`config.mk`:
```
export PLATFORM = sky130hd
export DESIGN_NAME = change_dispenser_flat
export DESIGN_NICKNAME = d
export VERILOG_FILES = /design/src/rtl/change_dispenser_if.sv /design/src/rtl/change_dispenser.sv /design/src/flat_wrapper.sv
export SDC_FILE = /design/constraint.sdc
export NUM_CORES = 1
export LEC_CHECK = 0
export BUFFER_PORTS_ARGS = -buffer_cell sky130_fd_sc_hd__buf_2
export CAP_MARGIN = 20
export CELL_PAD_IN_SITES_DETAIL_PLACEMENT = 0
export CELL_PAD_IN_SITES_GLOBAL_PLACEMENT = 2
export CORE_MARGIN = 4
export CORE_UTILIZATION = 35
export CTS_CLUSTER_SIZE = 8
export DETAILED_ROUTE_END_ITERATION = 12
export PLACE_DENSITY_LB_ADDON = 0.1
export SLEW_MARGIN = 10
export SYNTH_ARGS = -nofsm -noshare
export SYNTH_HDL_FRONTEND = slang
export SYNTH_SLANG_ARGS = --single-unit
```
`constraint.sdc`:
```
create_clock -name clk -period 6.2 [get_ports clk]
set_input_delay 1.24 -clock clk [delete_from_list [all_inputs] [get_ports clk]]
set_output_delay 1.24 -clock clk [all_outputs]
set_load 0.05 [all_outputs]
```
`src/rtl/change_dispenser_if.sv`:
```
// change_dispenser_if
//   Groups the vending handshake and the dispenser outputs into one bundle.
//   master : the requester (vending front-end or testbench) that drives
//            vend_req/credit and observes the outputs.
//   slave  : the change_dispenser itself.
//   Signals:
//     vend_req   - one-cycle request to settle a purchase
//     credit     - inserted amount in 0.5-yuan units, sampled with vend_req
//     busy       - transaction in progress
//     drink_out  - drink-release pulse
//     coin1_out  - one 1-yuan coin per pulse
//     coin05_out - one 0.5-yuan coin per pulse
//     err        - one-cycle flag: credit was below the price
//     done       - one-cycle flag at transaction end
//     led        - remaining-change display
interface change_dispenser_if;
  logic       vend_req;
  logic [3:0] credit;
  logic       busy;
  logic       drink_out;
  logic       coin1_out;
  logic       coin05_out;
  logic       err;
  logic       done;
  logic [7:0] led;

  modport master (
    output vend_req, credit,
    input  busy, drink_out, coin1_out, coin05_out, err, done, led
  );

  modport slave (
    input  vend_req, credit,
    output busy, drink_out, coin1_out, coin05_out, err, done, led
  );
endinterface

```
`src/rtl/change_dispenser.sv`:
```
// change_dispenser
//   Settles a drink purchase: releases the drink when credit covers PRICE,
//   then pays the change greedily as 1-yuan coins followed by at most one
//   0.5-yuan coin. Insufficient credit is refunded the same way without a
//   drink. Every pulse lasts PULSE_CYC cycles and pulses are separated by
//   GAP_CYC low cycles.
//   Ports:
//     clk   - system clock, rising edge
//     rst_n - synchronous active-low reset
//     bus   - change_dispenser_if.slave (vend_req, credit in; busy,
//             drink_out, coin1_out, coin05_out, err, done, led out)
//   Configuration:
//     CHANGE_LED_EN - when defined, led shows remaining change as a
//                     thermometer code; otherwise led is tied to zero.
module change_dispenser #(
  parameter int unsigned PRICE     = 5,
  parameter int unsigned PULSE_CYC = 25_000_000,
  parameter int unsigned GAP_CYC   = 25_000_000
) (
  input  logic               clk,
  input  logic               rst_n,
  change_dispenser_if.slave  bus
);

  localparam int unsigned MAX_CYC = (PULSE_CYC > GAP_CYC) ? PULSE_CYC : GAP_CYC;
  localparam int unsigned CW      = $clog2(MAX_CYC + 1);

  localparam logic [CW-1:0] PULSE_LAST = CW'(PULSE_CYC - 1);
  localparam logic [CW-1:0] GAP_LAST   = CW'(GAP_CYC - 1);
  localparam logic [CW-1:0] CNT_ONE    = CW'(1);

  localparam logic [2:0] S_IDLE  = 3'd0;
  localparam logic [2:0] S_DRINK = 3'd1;
  localparam logic [2:0] S_PAY1  = 3'd2;
  localparam logic [2:0] S_PAY05 = 3'd3;
  localparam logic [2:0] S_GAP   = 3'd4;
  localparam logic [2:0] S_FIN   = 3'd5;

  logic [2:0]    r_state;
  logic [CW-1:0] r_cnt;
  logic [3:0]    r_remaining;
  logic          r_err;
  logic          w_credit_ok;

  assign w_credit_ok = (32'(bus.credit) >= PRICE);

  always_ff @(posedge clk) begin
    if (!rst_n) begin
      r_state     <= S_IDLE;
      r_cnt       <= '0;
      r_remaining <= '0;
      r_err       <= 1'b0;
    end else begin
      r_err <= 1'b0;
      case (r_state)
        S_IDLE: begin
          if (bus.vend_req) begin
            r_cnt <= '0;
            if (w_credit_ok) begin
              r_remaining <= bus.credit - 4'(PRICE);
              r_state     <= S_DRINK;
            end else begin
              // Refund path: whole credit is change, starting with a gap.
              r_remaining <= bus.credit;
              r_err       <= 1'b1;
              r_state     <= S_GAP;
            end
          end
        end
        S_DRINK: begin
          if (r_cnt == PULSE_LAST) begin
            r_cnt   <= '0;
            r_state <= S_GAP;
          end else begin
            r_cnt <= r_cnt + CNT_ONE;
          end
        end
        S_PAY1: begin
          if (r_cnt == PULSE_LAST) begin
            r_cnt       <= '0;
            r_remaining <= r_remaining - 4'd2;
            r_state     <= S_GAP;
          end else begin
            r_cnt <= r_cnt + CNT_ONE;
          end
        end
        S_PAY05: begin
          if (r_cnt == PULSE_LAST) begin
            r_cnt       <= '0;
            r_remaining <= r_remaining - 4'd1;
            r_state     <= S_GAP;
          end else begin
            r_cnt <= r_cnt + CNT_ONE;
          end
        end
        S_GAP: begin
          if (r_cnt == GAP_LAST) begin
            r_cnt <= '0;
            // Greedy: 1-yuan coins while possible, the odd half last.
            if (r_remaining >= 4'd2) begin
              r_state <= S_PAY1;
            end else if (r_remaining == 4'd1) begin
              r_state <= S_PAY05;
            end else begin
              r_state <= S_FIN;
            end
          end else begin
            r_cnt <= r_cnt + CNT_ONE;
          end
        end
        S_FIN: begin
          r_state <= S_IDLE;
        end
        default: begin
          r_state <= S_IDLE;
          r_cnt   <= '0;
        end
      endcase
    end
  end

  // Outputs decode from the state, so at most one pulse line is ever high.
  assign bus.busy       = (r_state != S_IDLE);
  assign bus.drink_out  = (r_state == S_DRINK);
  assign bus.coin1_out  = (r_state == S_PAY1);
  assign bus.coin05_out = (r_state == S_PAY05);
  assign bus.done       = (r_state == S_FIN);
  assign bus.err        = r_err;

`ifdef CHANGE_LED_EN
  logic [7:0] w_led;

  // Bit i lit when remaining > i: thermometer, saturating at 8'hFF.
  always_comb begin
    w_led = '0;
    for (int unsigned i = 0; i < 8; i++) begin
      w_led[i] = (32'(r_remaining) > i);
    end
  end

  assign bus.led = w_led;
`else
  assign bus.led = '0;
`endif

endmodule
```
`src/flat_wrapper.sv`:
```
// flat-port wrapper written by rule: the top's interface ports become plain ports
module change_dispenser_flat 
#(
  parameter int unsigned PRICE     = 5,
  parameter int unsigned PULSE_CYC = 25_000_000,
  parameter int unsigned GAP_CYC   = 25_000_000
)
  (clk, rst_n, bus_vend_req, bus_credit, bus_busy, bus_drink_out, bus_coin1_out, bus_coin05_out, bus_err, bus_done, bus_led);
  change_dispenser_if bus_i ();
  input  logic clk;
  input  logic rst_n;
  input wire logic [$bits(bus_i.vend_req)-1:0] bus_vend_req;
  input wire logic [$bits(bus_i.credit)-1:0] bus_credit;
  output wire logic [$bits(bus_i.busy)-1:0] bus_busy;
  output wire logic [$bits(bus_i.drink_out)-1:0] bus_drink_out;
  output wire logic [$bits(bus_i.coin1_out)-1:0] bus_coin1_out;
  output wire logic [$bits(bus_i.coin05_out)-1:0] bus_coin05_out;
  output wire logic [$bits(bus_i.err)-1:0] bus_err;
  output wire logic [$bits(bus_i.done)-1:0] bus_done;
  output wire logic [$bits(bus_i.led)-1:0] bus_led;
  assign bus_i.vend_req = bus_vend_req;
  assign bus_i.credit = bus_credit;
  assign bus_busy = bus_i.busy;
  assign bus_drink_out = bus_i.drink_out;
  assign bus_coin1_out = bus_i.coin1_out;
  assign bus_coin05_out = bus_i.coin05_out;
  assign bus_err = bus_i.err;
  assign bus_done = bus_i.done;
  assign bus_led = bus_i.led;
  change_dispenser #(.PRICE(PRICE), .PULSE_CYC(PULSE_CYC), .GAP_CYC(GAP_CYC)) u_core (.clk(clk), .rst_n(rst_n), .bus(bus_i));
endmodule
```
==> impl_metrics.csv <==
group,metric,value,unit
run_status,outcome,"completed",
grt,grt_max_degree,19,
detailed_routing,wl_per_cell,14.2,um
critical_path,cp.arrival,1.74,ns
logic_synthesis,ys_warn_count,0,
run,cap_violations,0,
cts,cts_buffer_depth,2,
logic_synthesis,yosys.cell_types.count,52,
sta,fin_tns_setup,0,ns
logic_synthesis,async_flop_share,0,%
grt,use_met1,17.7,%
cts,cts_tree,"yes",
critical_path,crit_required,4.96,ns
grt,grt_pass1_vias,1613,
cts,root_buffer,"clkbuf_8",
grt,grt_use_met3,3.04,%
cts,clk_pin_slew,0.07,ns
critical_path,slowest_stage,"dfxtp_1",
pwr,power.density,259,nW/um^2
logic_synthesis,avgSynthCellArea,8.20,um^2
critical_path,path_buf_inv,1,
sta,maxSlewViolCount,0,
logic_synthesis,yosys.area.top_type,"dfxtp_1",
critical_path,worstPathCellList,"and3b_1, buf_2",
floorplanning,coreArea,5570,um^2
cts,clock-sinks,33,
detailed_routing,dr.pass1.iters,4,
floorplanning,die_h,84.2,um
detailed_routing,drt-initial-drc-count,65,
logic_synthesis,synth_top_area_share,32.5,%
floorplanning,dieArea,7090,um^2
sta,clock_skew,0.00915,ns
grt,busiest_layer,"met2",
sta,fmax,0.335,GHz
grt,grtUsageTotal,13.9,%
min_path,min_path_type,"reg -> reg",
logic_synthesis,synth_edf_count,0,
sta,rsz0062_at_grt,"false",
logic_synthesis,netlist_top_cells_count,"dfxtp_1, nor2_1, nand2_1, nand3_1, xor2_1",
grt,antenna_found_initial,0,
critical_path,path_max_fanout,17,
floorplanning,std_cell_rows,27,
grt,grt_first_pass_wirelength,8000,um
floorplanning,die_w,84.2,um
logic_synthesis,netlist_top_cells_area,"dfxtp_1, xor2_1, nor2_1, ha_1, nand2_1",
sta,timing.final.hold_violations,0,
detailed_routing,drc,0,
floorplanning,pin_count,21,
placement,port_buffers,12,
cts,cts_made_buffers,5,
detailed_routing,viasPerCell,5.20,
cts,clkLatencyLatePin,0.28,ns
final_layout,drive_gt1_share,12.0,%
sta,tightest_slew,0.786,ns
placement,dpl.hpwl,3450,um
cts,cts_max_level,2,
sta,setup_viol,0,
cts,postCtsSetupRepairBufs,0,
sta,period_needed,2.98,ns
pwr,ir_worst_vdd,130,uV
sta,whs,0.515,ns
logic_synthesis,synth_flop_cell,"dfxtp_1",
logic_synthesis,synth-seq-cells,33,
detailed_routing,routed_wl,4690,um
critical_path,end_kind,"output port",
critical_path,startpoint_type,"flop",
cts,hold_buffers,0,
critical_path,crit_family,"flip-flops",
critical_path,critPathKind,"reg -> out",
cts,cts_resized,0,
logic_synthesis,synth.most_common_cell,"dfxtp_1",
logic_synthesis,synthesis.area,2030,um^2
final_layout,n_antenna_cell,0,
logic_synthesis,syn_inst,248,
logic_synthesis,seq_area_frac_synth,32.5,%
sta,slew_headroom,47.6,%
grt,met2_usage,23.5,%
grt,overflow,0,
pwr,power_leakage,0.000787,uW
floorplanning,initial_core_util,36.5,%
sta,post-route-period-util,48.1,%
detailed_routing,vias,1720,
critical_path,cpPeakStageDelay,0.69,ns
placement,place_congestion,0.746,
final_layout,layout.nets,273,
final_layout,fin_util,39.8,%
detailed_routing,ant_nets,0,
final_layout,syn2layout_area_growth,9.11,%
-- area by class of cell --
class / instances / area (um^2)
clock inverter: 1 / 30.0
multi-input combinational: 196 / 1250
inverter: 9 / 33.8
tap: 72 / 90.1
clock buffer: 7 / 86.3
timing repair buffer: 13 / 65.1
fill: 606 / 3360
sequential: 33 / 661
-- worst min-delay path: cells and delay by family (launching register included) --
kind | cells | cell delay [ns]
XOR/XNOR | 1 | 0.07
flip-flops | 1 | 0.34
AND/OR/NAND/NOR | 1 | 0.07
-- registers in the layout, summed over array words and instances (netlist names) --
register / count
u_core.r_state: 3
u_core.r_cnt: 25
u_core.bus.err: 1
u_core.r_remaining: 4
-- path summary, 6_finish.rpt --
path	start	end	slack (ns)	cells past startpoint
worst max-delay path	u_core.r_state[0]$_SDFFE_PN0P_	bus_done	3.22	2
worst min-delay path	u_core.r_cnt[24]$_SDFFE_PN0P_	u_core.r_cnt[24]$_SDFFE_PN0P_	0.52	2
worst max register to register	u_core.r_cnt[0]$_SDFFE_PN0P_	u_core.r_cnt[22]$_SDFFE_PN0P_	3.72	6
worst min register to register	u_core.r_cnt[24]$_SDFFE_PN0P_	u_core.r_cnt[24]$_SDFFE_PN0P_	0.52	2
-- cell families after synthesis --
kind of cell	count (synthesis)	share of synthesized area (%)
buf+inv	26	7.20
other cells	1	0.184
mux	3	1.54
flops	33	32.5
xor+xnor	19	8.18
fa+ha+maj	8	4.92
simple gates	121	33.0
compound gates	37	12.4
-- metal layers --
layer  wire length, um  vias up
met5                 0        -
met4                57        0
met3               111        7
met2              2290       20
met1              2220      800
li1                  -      893
-- stage by stage --
| stage | area (um^2) | instances | setup WS (ns) | total power (uW) |
|---|---|---|---|---|
| after floorplan | 2060 | 255 | 3.08 | 345 |
| after global placement | 2100 | 322 | 3.33 | 371 |
| after detailed placement | 2100 | 322 | 3.34 | 369 |
| after CTS | 2210 | 330 | 3.20 | 582 |
| after global routing | 2220 | 331 | 3.12 | 606 |
| final | 2220 | 331 | 3.22 | 574 |
-- cell usage in the layout (no fill, tap or decap), drive strengths merged, types with 2 or more instances in the layout --
| cell | count |
|---|---|
| a21oi | 11 |
| a221oi | 2 |
| a31oi | 4 |
| and2 | 3 |
| and3 | 3 |
| and4 | 3 |
| buf | 12 |
| clkbuf | 8 |
| conb | 8 |
| dfxtp | 33 |
| ha | 8 |
| inv | 9 |
| mux2i | 2 |
| nand2 | 23 |
| nand3 | 17 |
| nand4 | 12 |
| nor2 | 30 |
| nor3 | 6 |
| nor3b | 2 |
| nor4 | 8 |
| nor4b | 2 |
| o211ai | 2 |
| o21ai | 7 |
| o31ai | 2 |
| or3 | 4 |
| or4 | 2 |
| xnor2 | 6 |
| xor2 | 13 |
-- where the power goes --
part | switching, uW | total [uW] | leakage, uW | internal (uW)
combinational | 87.9 | 125 | 0.000462 | 36.7
sequential | 16.5 | 237 | 0.000267 | 221
clock | 80.7 | 212 | 0.0000585 | 131
total | 185 | 574 | 0.000787 | 389
Note: power is estimated with default switching activity, not from simulation.
